<file path="src/rtl/samul_pkg.sv">
// Shared types and constants for the sequential shift-add multiplier.
// The state enum and counter sizing live here so the top and bench agree.
package samul_pkg;

  localparam int DEF_WIDTH = 32;

  typedef enum logic [1:0] {
    IDLE,
    CALC,
    DONE
  } state_t;

  // Counter must be able to hold WIDTH itself: 0..WIDTH-1 iterate, WIDTH finishes.
  function automatic int cnt_w(input int w);
    return $clog2(w + 1);
  endfunction

endpackage

</file>
<file path="src/rtl/samul_cneg.sv">
// Conditional two's-complement negator.
// Used for operand magnitudes and to re-sign the final product.
module samul_cneg #(
  parameter int W = 32
) (
  input  logic         i_en,
  input  logic [W-1:0] i_x,
  output logic [W-1:0] o_y
);

  assign o_y = i_en ? (~i_x + W'(1)) : i_x;

endmodule

</file>
<file path="src/rtl/samul_seq.sv">
// Sequential shift-add multiplier, one multiplier bit per clock,
// signed or unsigned per transaction, valid/ready on both sides.
module samul_seq
  import samul_pkg::*;
#(
  parameter int WIDTH = DEF_WIDTH
) (
  input  logic               clk,
  input  logic               rst_n,
  input  logic               in_valid,
  output logic               in_ready,
  input  logic [WIDTH-1:0]   a,
  input  logic [WIDTH-1:0]   b,
  input  logic               signed_mode,
  output logic               out_valid,
  input  logic               out_ready,
  output logic [2*WIDTH-1:0] result
);

  localparam int CW = cnt_w(WIDTH);

  state_t r_state;
  state_t w_state_nxt;

  logic [WIDTH-1:0]   r_m;
  logic [WIDTH-1:0]   r_q;
  logic [WIDTH:0]     r_a;
  logic [CW-1:0]      r_cnt;
  logic               r_neg;
  logic [2*WIDTH-1:0] r_result;

  logic [WIDTH-1:0]   w_m_abs;
  logic [WIDTH-1:0]   w_q_abs;
  logic [WIDTH:0]     w_sum;
  logic [2*WIDTH-1:0] w_prod;
  logic               w_last;
  logic               w_neg_a;
  logic               w_neg_b;

  assign w_neg_a = signed_mode & a[WIDTH-1];
  assign w_neg_b = signed_mode & b[WIDTH-1];

  samul_cneg #(.W(WIDTH)) u_cneg_m (
    .i_en (w_neg_a),
    .i_x  (a),
    .o_y  (w_m_abs)
  );

  samul_cneg #(.W(WIDTH)) u_cneg_q (
    .i_en (w_neg_b),
    .i_x  (b),
    .o_y  (w_q_abs)
  );

  // A never exceeds WIDTH bits after a shift, so A+M fits in WIDTH+1.
  assign w_sum  = r_q[0] ? (r_a + {1'b0, r_m}) : r_a;
  assign w_last = (r_cnt == CW'(WIDTH));

  samul_cneg #(.W(2*WIDTH)) u_cneg_p (
    .i_en (r_neg),
    .i_x  ({r_a[WIDTH-1:0], r_q}),
    .o_y  (w_prod)
  );

  assign in_ready  = rst_n & (r_state == IDLE);
  assign out_valid = (r_state == DONE);
  assign result    = r_result;

  always_ff @(posedge clk) begin
    if (!rst_n) begin
      r_state <= IDLE;
    end else begin
      r_state <= w_state_nxt;
    end
  end

  always_comb begin
    w_state_nxt = r_state;
    unique case (r_state)
      IDLE: begin
        if (in_valid) w_state_nxt = CALC;
      end
      CALC: begin
        if (w_last) w_state_nxt = DONE;
      end
      DONE: begin
        if (out_ready) w_state_nxt = IDLE;
      end
      default: w_state_nxt = IDLE;
    endcase
  end

  always_ff @(posedge clk) begin
    if (!rst_n) begin
      r_m      <= '0;
      r_q      <= '0;
      r_a      <= '0;
      r_cnt    <= '0;
      r_neg    <= 1'b0;
      r_result <= '0;
    end else begin
      unique case (r_state)
        IDLE: begin
          if (in_valid) begin
            r_m   <= w_m_abs;
            r_q   <= w_q_abs;
            r_neg <= signed_mode & (a[WIDTH-1] ^ b[WIDTH-1]);
            r_a   <= '0;
            r_cnt <= '0;
          end
        end
        CALC: begin
          if (w_last) begin
            r_result <= w_prod;
          end else begin
            r_a   <= {1'b0, w_sum[WIDTH:1]};
            r_q   <= {w_sum[0], r_q[WIDTH-1:1]};
            r_cnt <= r_cnt + CW'(1);
          end
        end
        DONE: ;
        default: ;
      endcase
    end
  end

endmodule
</file>
<file path="config.mk">
export PLATFORM = sky130hd
export DESIGN_NAME = samul_seq
export DESIGN_NICKNAME = d
export VERILOG_FILES = /design/src/rtl/samul_pkg.sv /design/src/rtl/samul_cneg.sv /design/src/rtl/samul_seq.sv
export SDC_FILE = /design/constraint.sdc
export NUM_CORES = 1
export LEC_CHECK = 0
export ABC_AREA = 1
export CORE_AREA = 2 2 179 146
export DETAILED_ROUTE_END_ITERATION = 8
export DIE_AREA = 0 0 181 148
export GPL_TIMING_DRIVEN = 1
export HOLD_SLACK_MARGIN = 0.06
export PLACE_DENSITY = 0.76
export SYNTH_ARGS = -nofsm -noshare
export SYNTH_HDL_FRONTEND = slang
export SYNTH_HIERARCHICAL = 1
export SYNTH_SLANG_ARGS = --single-unit
</file>
<file path="constraint.sdc">
create_clock -name clk -period 2.6 [get_ports clk]
set_input_delay 0.65 -clock clk [delete_from_list [all_inputs] [get_ports clk]]
set_output_delay 0.65 -clock clk [all_outputs]
set_load 0.1 [all_outputs]
</file>
# After elaboration in Yosys (flattened, before gate mapping)

Index checks and enable logic that the tools add are counted.

Register bits: 170
Latch bits: 0
Bits in writable memories: 0
ROM bits: 0
Input bits: 69
Output and inout port bits: 66
Logic and storage cells: 50
Memories: 0

Add/subtract/negate cells: 5
Multiply operators: 0
Divide/modulo/power cells: 0
Magnitude comparators: 0
Equal/unequal tests: 7
Shifts and indexed selects: 0
Muxes and demuxes: 17
Bitwise logic cells: 8
Reduce and logical (&&, ||, !) cells: 6

Operators by type and width:

| cell                  | count |
|---|---|
| $mux 32               | 4 |
| $mux 33               | 3 |
| $pmux 33 s2           | 1 |
| $add 32x1->32 const B | 2 |
| $add 64x1->64 const B | 1 |
| $mux 64               | 1 |
| $not 32->32           | 2 |
| $not 64->64           | 1 |
| $pmux 32 s2           | 1 |
| $add 33x32->33        | 1 |
| $mux 6                | 2 |
| $pmux 6 s2            | 1 |
| $add 6x1->6 const B   | 1 |
| $eq 6x6->1 const B    | 1 |
| $mux 2                | 3 |
| $ne 2x2->1 const B    | 3 |
| $pmux 2 s3            | 1 |
| $reduce_and 3->1      | 2 |
| $and 1x1->1           | 4 |
| $reduce_and 2->1      | 2 |
| $eq 2x1->1 const B    | 1 |
| $eq 2x2->1 const B    | 1 |
| $logic_not 2->1       | 1 |
| $ne 2x1->1 const B    | 1 |
| 2 further kinds       | 2 |

# Logic depth before layout (Yosys ltp)

Gate-level depths: netlist of the first run.

Depth after elaboration: 5
Mapped depth: 15
Gate-level depth less buffers: 15

# By module

The synthesis of the first run kept the hierarchy.

By module, submodules not included:

| module                     | times used | cells each | area an instance (um2) | sequential area each (um2) |
|---|---|---|---|---|
| samul_seq                  | 1          | 1383       | 8808.4                 | 3383.2 |
| samul_cneg at u_cneg_p     | 1          | 498        | 2466.1                 | 0.0 |
| samul_cneg at u_cneg_m ... | 2          | 227        | 1108.6                 | 0.0 |

# Worst setup path after synthesis of the first run

OpenSTA, ideal clock, no wires.

Path kind: input port to output port
Start point: input rst_n
End point: output in_ready
Data arrival time: 2898 ps
Required time: 1950 ps
Path slack: -948 ps
Stages on the path: 3
Buffers on the path: 1
Path through: inv_1 > clkbuf_1 > nor3_1

Word-level cells in the longest chain between the ends: 1

RTL lines:

| element     | line            | RTL |
|---|---|---|
| from (decl) | samul_seq.sv:9  | `input logic rst_n,` |
| $and 1x1->1 | samul_seq.sv:65 | `assign in_ready = rst_n & (r_state == IDLE);` |
| to (decl)   | samul_seq.sv:11 | `output logic in_ready,` |

Every way passes these cells.

# Final worst setup path of the first run

Start point: register r_a[0]
End point: register r_a[23]

Word-level cells in the longest chain between the ends: 4

RTL lines:

| element                | line             | RTL |
|---|---|---|
| from (decl)            | samul_seq.sv:27  | `logic [WIDTH:0] r_a;` |
| from (signal assigned) | samul_seq.sv:116 | `r_a <= {1'b0, w_sum[WIDTH:1]};` |
| $add 33x32->33         | samul_seq.sv:56  | `assign w_sum = r_q[0] ? (r_a + {1'b0, r_m}) : r_a;` |
| $mux 33                | samul_seq.sv:56  |  |
| $mux 33                | samul_seq.sv:113 | `if (w_last) begin` |
| $pmux 33 s2            | samul_seq.sv:102 | `unique case (r_state)` |

Every way passes these cells. The select of a mux whose other input is x is not followed.
A chain may end at the register's enable or synchronous reset.

==> metrics.txt, run 1 <==
Lkg Pwr=7.80 nW; #FFs+latches synth=169; PortBufs=134; GRT Residual Overflow=0; arrival time at the worst endpoint=2620 ps; IO Pins=between 100 and 150; 1st-pass router iterations=7; CP Data Required Time=2900 ps; met2 routed WL=17,700 um; Sw Ratio=35.8%; final hold vios=0; slew of the pin with the lowest slew margin=between 1000 and 1500 ps; crit-path leading delay family=simple AND/OR/NAND/NOR gates; Main synth FF type=dfxtp_1; maximum clock rate=431 MHz; Clock Skews=14.7 ps; Seq pwr share=39.5%; Max Cap Viol=0; die width=181 um; CTS tree=built; CP Buf/Inv Count=0; DIE AREA=about 0.027 sq mm; Area growth syn-to-layout=15.3%; Min Hold Slack=493 ps; CTS resizes=0; IR drop worst, VDD=0.507 mV; Clock Path Buffers=2; average cell area after synthesis=between 5 and 6 sq um; simple-gate share of the synthesized area=45.7%; internal power=approximately 4.7 mW; RD Place Congestion=0.964; antenna cell count=0; power per cell area=473 mW/mm^2; Starting Density=54.0%; Power, Total=7.35 mW; largest family of logic cells by synthesized area=simple AND/OR/NAND/NOR gates; Routed WL=43,400 um; design area=0.0155 sq mm; CP max stage delay=430 ps; placed insts=between 2,000 and 3,000; combinational fraction of design power=27.2%; number of global-route vias before repair=about 13,000; leading area contributor after synthesis=dfxtp_1; nets=2,549; number of synthesized flops with an enable pin=0; Async SR Flop Fraction=0%; critical path fanouts, max=7; crit path time final=2320 ps; wl on met1=21,100 um; Clock Tree Root=clkbuf_16; Hold-fix buffers, CTS=0; number of setup violations in the final report=0; Cell variety after synth=39; post-detail-place hpwl=33,900 um; crit-path cells=ha_1 > fa_1 > nand3_1 > nand3_1 > nand2_1 > nand2_1 > nand3_1 > nand3_1 > nand2_1 > nand3_1 > nand2_1 > a21oi_1; total number of H-tree levels=4; CP Capture Type=register; Synth Area in XOR/XNOR=4.99%; setup TNS=0 ps; Worst-path clk slew=around 70 ps; Die Ht=around 150 um; routed vias=14,700; Slowest cell on crit path=dfxtp_1; Final Cycle Share=89.2%; yosys warns=6; worst skew pair latency=440 ps; Hold/Removal Path Class=register to register; via/cell ratio=5.31; routed length per instance=15.6 um; met3 wire length=3850 um; outcome=completed; core footprint=between 0.02 and 0.025 sq mm; Rows=52; Synth top area share=around a quarter; FILL cells=2,473; synthesized cell area=0.0135 sq mm; Mapped Cells=2,335; largest net degree at the start of global routing=around 110; Clock Sinks=169; Setup crit start kind=register; clock share of power=between 30% and 40%; fin cells=2,777; CP Class=register to register; fraction of layout cells with a size suffix above 1=9.42%; Synth Area in Compound Gates=between 10% and 20%; Synth area leaders=dfxtp_1 (25%), nand2_1 (20%), nor2_1 (14%), inv_1 (6.1%), o21ai_0 (5.8%); GRT Total Usage=32.4%; post-CTS setup buffer count=0; Pins Over Slew Limit=0; highest metal used=met4; RSZ-0062 raised after global routing=no; initial antenna violation count=0; Routed Antenna Nets=0; Net Switching=~2.6 mW; mux contribution to synthesized area=0%; most common cell in the netlist=nand2_1; DRC Markers=0; Area after DPL=0.0150 sq mm; critical path's most frequent cell=nand3_1; first-pass GRT wire length=69,300 um; DR iter-0 viols=~1,300; adder-cell share of the synthesized area=3.58%; Synth top cells by count=nand2_1 (733), nor2_1 (498), inv_1 (221); sequential area share after synthesis=25.1%; Inserted Clock Buffers=17; Syn Nets=2,442; Slew headroom=27.6%
-- kinds of logic after synthesis --
kind of cell             Yosys count
flip-flops                       169
AND/OR/NAND/NOR                 1461
buffers and inverters            312
adder cells (fa/ha/maj)           38
XOR/XNOR                          76
AO/OA/AOI/OAI                    279
-- metrics by stage --
step           setup WS, ps  utilization, %
5_1_grt                 104            62.2
3_5_place_dp           58.5            60.1
2_1_floorplan           214               -
4_1_cts                 359            62.2
3_3_place_gp            165            60.1
6_report                281            62.2
-- state kept, by name, summed over array words and instances, names as in the netlist --
register  count
r_neg         1
r_q          32
result       64
r_m          32
r_state       2
r_cnt         6
r_a          32
-- cells in the final DEF, fill, tap and decap left out, types with 8 or more instances in the layout --
cell type / count
nand2_2: 14
clkdlybuf4s50_1: 67
clkbuf_16: 17
nor2_2: 25
nand4_1: 25
o21ai_0: 156
nand3_1: 113
xor2_1: 45
nor3_1: 8
nor2_1: 497
ha_1: 37
nand2_1: 733
a21oi_1: 67
dfxtp_1: 168
a31oi_1: 33
inv_2: 11
inv_1: 220
xnor2_1: 30
buf_4: 96
nor2_4: 20
-- worst min-delay path: stages, from the launching register on --
cell and delay [ps]:
dfxtp_1 330, nor2_1 50, nor2_1 80
-- power groups by stage --
stage               sequential [mW]  clock (mW)  combinational [mW]
CTS                            2.89        2.47                1.97
global placement               2.94           0                1.93
detailed placement             2.95           0                1.95
floorplan                      2.86           0                1.42
finish                         2.90        2.45                2.00
global route                   2.91        2.58                2.22
-- area by class of cell --
cell class                 instances  area, sq um  area share, %
tap                              324          405           2.61
clock inverter                    12          116          0.748
sequential                       169         3380           21.8
clock buffer                      18          429           2.76
timing repair buffer             167         1460           9.37
inverter                         233          885           5.69
multi-input combinational       1854         8870           57.1
-- worst paths after layout --
check / start / cells after the start / endpoint / slack (ps)
max reg2reg: r_a[0]$_SDFFE_PN0P_ / 12 / r_a[23]$_SDFFE_PN0P_ / 280
min reg2reg: r_m[18]$_SDFFE_PN0P_ / 2 / r_m[18]$_SDFFE_PN0P_ / 490
max: r_a[0]$_SDFFE_PN0P_ / 12 / r_a[23]$_SDFFE_PN0P_ / 280
min: r_m[18]$_SDFFE_PN0P_ / 2 / r_m[18]$_SDFFE_PN0P_ / 490
-- metal layers --
layer / up-vias / track usage, %
li1: 7536 / -
met1: 6585 / 48.0
met2: 572 / 48.2
met3: 50 / 6.68
met4: 0 / 7.03
met5: - / 0
(Power assumes the default switching activity.)
==> inputs of run 2 (changes only) <==
--- a/config.mk
+++ b/config.mk
@@ -12,6 +12,7 @@
 export GPL_TIMING_DRIVEN = 1
 export HOLD_SLACK_MARGIN = 0.06
 export PLACE_DENSITY = 0.76
+export SKIP_CTS_REPAIR_TIMING = 1
 export SYNTH_ARGS = -nofsm -noshare
 export SYNTH_HDL_FRONTEND = slang
 export SYNTH_HIERARCHICAL = 1
==> results of run 2 <==
The final DEF is identical to that of run 1; final timing and power are the same.
==> inputs of run 3 (changes only) <==
--- a/config.mk
+++ b/config.mk
@@ -12,7 +12,7 @@
 export GPL_TIMING_DRIVEN = 1
 export HOLD_SLACK_MARGIN = 0.06
 export PLACE_DENSITY = 0.76
-export SKIP_CTS_REPAIR_TIMING = 1
+export SLEW_MARGIN = 40
 export SYNTH_ARGS = -nofsm -noshare
 export SYNTH_HDL_FRONTEND = slang
 export SYNTH_HIERARCHICAL = 1
==> run 3 against run 2 <==
Compared with the run above:
- combinational power barely moved
- hold slack hardly changed
- clock power fell by 3%
- cell area down 0.14%
- worst setup slack better by 3.6 ps
- sequential power barely moved
- critical endpoint is now r_a[29]$_SDFFE_PN0P_
- clock skew rose by 2.6 ps
- maximum frequency increased by 0.15%
- die area is the same
- sequential share of layout area hardly changed
==> metrics.txt, run 3 (synthesized netlist as in run 1, its figures left out) <==
crit-path cells=ha_1 > fa_1 > buf_4 > nand2_1 > nand3_1 > nand2_1 > nand2_1 > nand2_1 > nand2_1 > nand2_1 > nand3_1 > nand2_1 > a21oi_1 (was ha_1 > fa_1 > nand3_1 > nand3_1 > nand2_1 > nand2_1 > nand3_1 > nand3_1 > nand2_1 > nand3_1 > nand2_1 > a21oi_1); Worst-path clk slew=70 ps (about the same); Pins Over Slew Limit=0 (unchanged); DRC Markers=0 (unchanged); nets=2,549 (unchanged); crit path time final=2310 ps (was 2320 ps); number of global-route vias before repair=13,200 (about the same); GRT met3 Usage=6.53% (was 6.68%); Max Cap Viol=0 (unchanged); fraction of layout cells with a size suffix above 1=9.42% (unchanged); largest net degree at the start of global routing=112 (unchanged); multi-input combinational cell area=0.00887 sq mm (unchanged); most frequent cells in the layout=nand2_1 (733), nor2_1 (497), inv_1 (220) (unchanged); initial antenna violation count=0 (unchanged); Power, Total=7.27 mW (was 7.35 mW); routed vias=14,800 (was 14,700); flip-flop and latch area=0.00338 sq mm (unchanged); Lkg Pwr=7.79 nW (was 7.80 nW); final hold vios=0 (unchanged); gr busiest metal=met1 (was met2); CP Data Required Time=2890 ps (was 2900 ps); CP Buf/Inv Count=1 (was 0); outcome=completed (unchanged); total number of H-tree levels=4 (unchanged); met2 global-route usage=46.8% (was 48.2%); CP Class=register to register (unchanged); Final Core Density=62.1% (was 62.2%); Area growth syn-to-layout=15.1% (was 15.3%); power per cell area=468 mW/mm^2 (was 473 mW/mm^2); CTS tree=built (unchanged); IO Pins=135 (unchanged); Starting Density=54.0% (unchanged); die width=181 um (unchanged); critical path fanouts, max=7 (unchanged); Die Ht=148 um (unchanged); RSZ-0062 raised after global routing=no (unchanged); post-CTS setup buffer count=0; Min Hold Slack=493 ps (about the same); Routed WL=43,300 um (was 43,400 um); RD Place Congestion=0.964 (unchanged); Routed Antenna Nets=0 (unchanged); maximum clock rate=432 MHz (was 431 MHz); 1st-pass router iterations=8 (was 7); DR iter-0 viols=1,267 (was 1,254); core footprint=0.0250 sq mm (unchanged); Rows=52 (unchanged); GRT met1 Usage=48.1% (was 48.0%); CTS resizes=0; Hold-fix buffers, CTS=0; PnR worst setup slack=285 ps (was 281 ps); Inserted Clock Buffers=17 (unchanged); via/cell ratio=5.34 (was 5.31); commonest non-fill, non-tap cell in the layout=nand2_1 (unchanged); first-pass GRT wire length=69,000 um (was 69,300 um); Slowest cell on crit path=dfxtp_1 (unchanged); Setup crit start kind=register (unchanged); GRT Residual Overflow=0 (unchanged); arrival time at the worst endpoint=2600 ps (was 2620 ps); worst skew pair latency=440 ps (about the same); Clock Sinks=169 (unchanged); slew of the pin with the lowest slew margin=667 ps (was 1090 ps); Clock Skews=17.3 ps (was 14.7 ps); number of flip-flops in the largest register=64 (unchanged); CP Capture Type=register (unchanged); antenna cell count=0 (unchanged); DIE AREA=0.0268 sq mm (unchanged); CP max stage delay=420 ps (was 430 ps); critical path's most frequent cell=nand2_1 (was nand3_1); Hold/Removal Path Class=register to register (unchanged); number of setup violations in the final report=0 (unchanged); worst slack, placed=67.9 ps (was 58.5 ps); Final Cycle Share=89.0% (was 89.2%); Slew headroom=55.6% (was 27.6%); setup TNS=0 ps (unchanged); PortBufs=134 (unchanged); Clock Tree Root=clkbuf_16 (unchanged); Clock Path Buffers=2 (unchanged); FILL cells=2,479 (was 2,473); crit-path leading delay family=simple AND/OR/NAND/NOR gates (unchanged); routed length per instance=15.6 um (about the same); GRT Total Usage=32.2% (was 32.4%); post-detail-place hpwl=33,800 um (was 33,900 um); IR drop worst, VDD=0.465 mV (was 0.507 mV)
-- run 3: changes by cell type in the layout (fill, tap and decap cells not counted), sizes merged --
cell	before	now
bufinv	1	0
inv	238	239
-- run 3: through the flow --
| stage | area (sq um) | cells |
|---|---|---|
| detailed placement | 15000 | 2747 |
| global route | 15500 | 2777 |
| floorplan | 13500 | 2335 |
| finish | 15500 | 2777 |
| CTS | 15500 | 2777 |
| global placement | 15000 | 2747 |
-- run 3: tightest hold or removal path, stage by stage, from the launching register on --
cell,delay (ps)
dfxtp_1,330
nor2_1,50
nor2_1,80
-- run 3: layer usage --
metal | vias up | routed length, um
met5 | - | 0
met4 | 0 | 853
met3 | 58 | 3880
met2 | 601 | 17400
met1 | 6647 | 21200
li1 | 7534 | -
-- run 3: final timing paths --
path | slack [ps] | startpoint | depth (start not counted) | end
min reg2reg | 490 | r_m[18]$_SDFFE_PN0P_ | 2 | r_m[18]$_SDFFE_PN0P_
min | 490 | r_m[18]$_SDFFE_PN0P_ | 2 | r_m[18]$_SDFFE_PN0P_
max | 290 | r_a[0]$_SDFFE_PN0P_ | 13 | r_a[29]$_SDFFE_PN0P_
max reg2reg | 290 | r_a[0]$_SDFFE_PN0P_ | 13 | r_a[29]$_SDFFE_PN0P_
-- run 3: cell type report --
class,instances,share of cell area [%]
Clock buffer,18,2.76
Clock inverter,12,0.588
Inverter,233,5.71
Multi-Input combinational cell,1854,57.1
Sequential cell,169,21.8
Tap cell,324,2.61
Timing Repair Buffer,167,9.38
-- run 3: power breakdown --
group	leakage [nW]	internal, mW	total, mW	switching [mW]
Combinational	6.15	0.693	2.00	1.30
Clock	0.259	1.23	2.37	1.15
Sequential	1.38	2.70	2.90	0.201
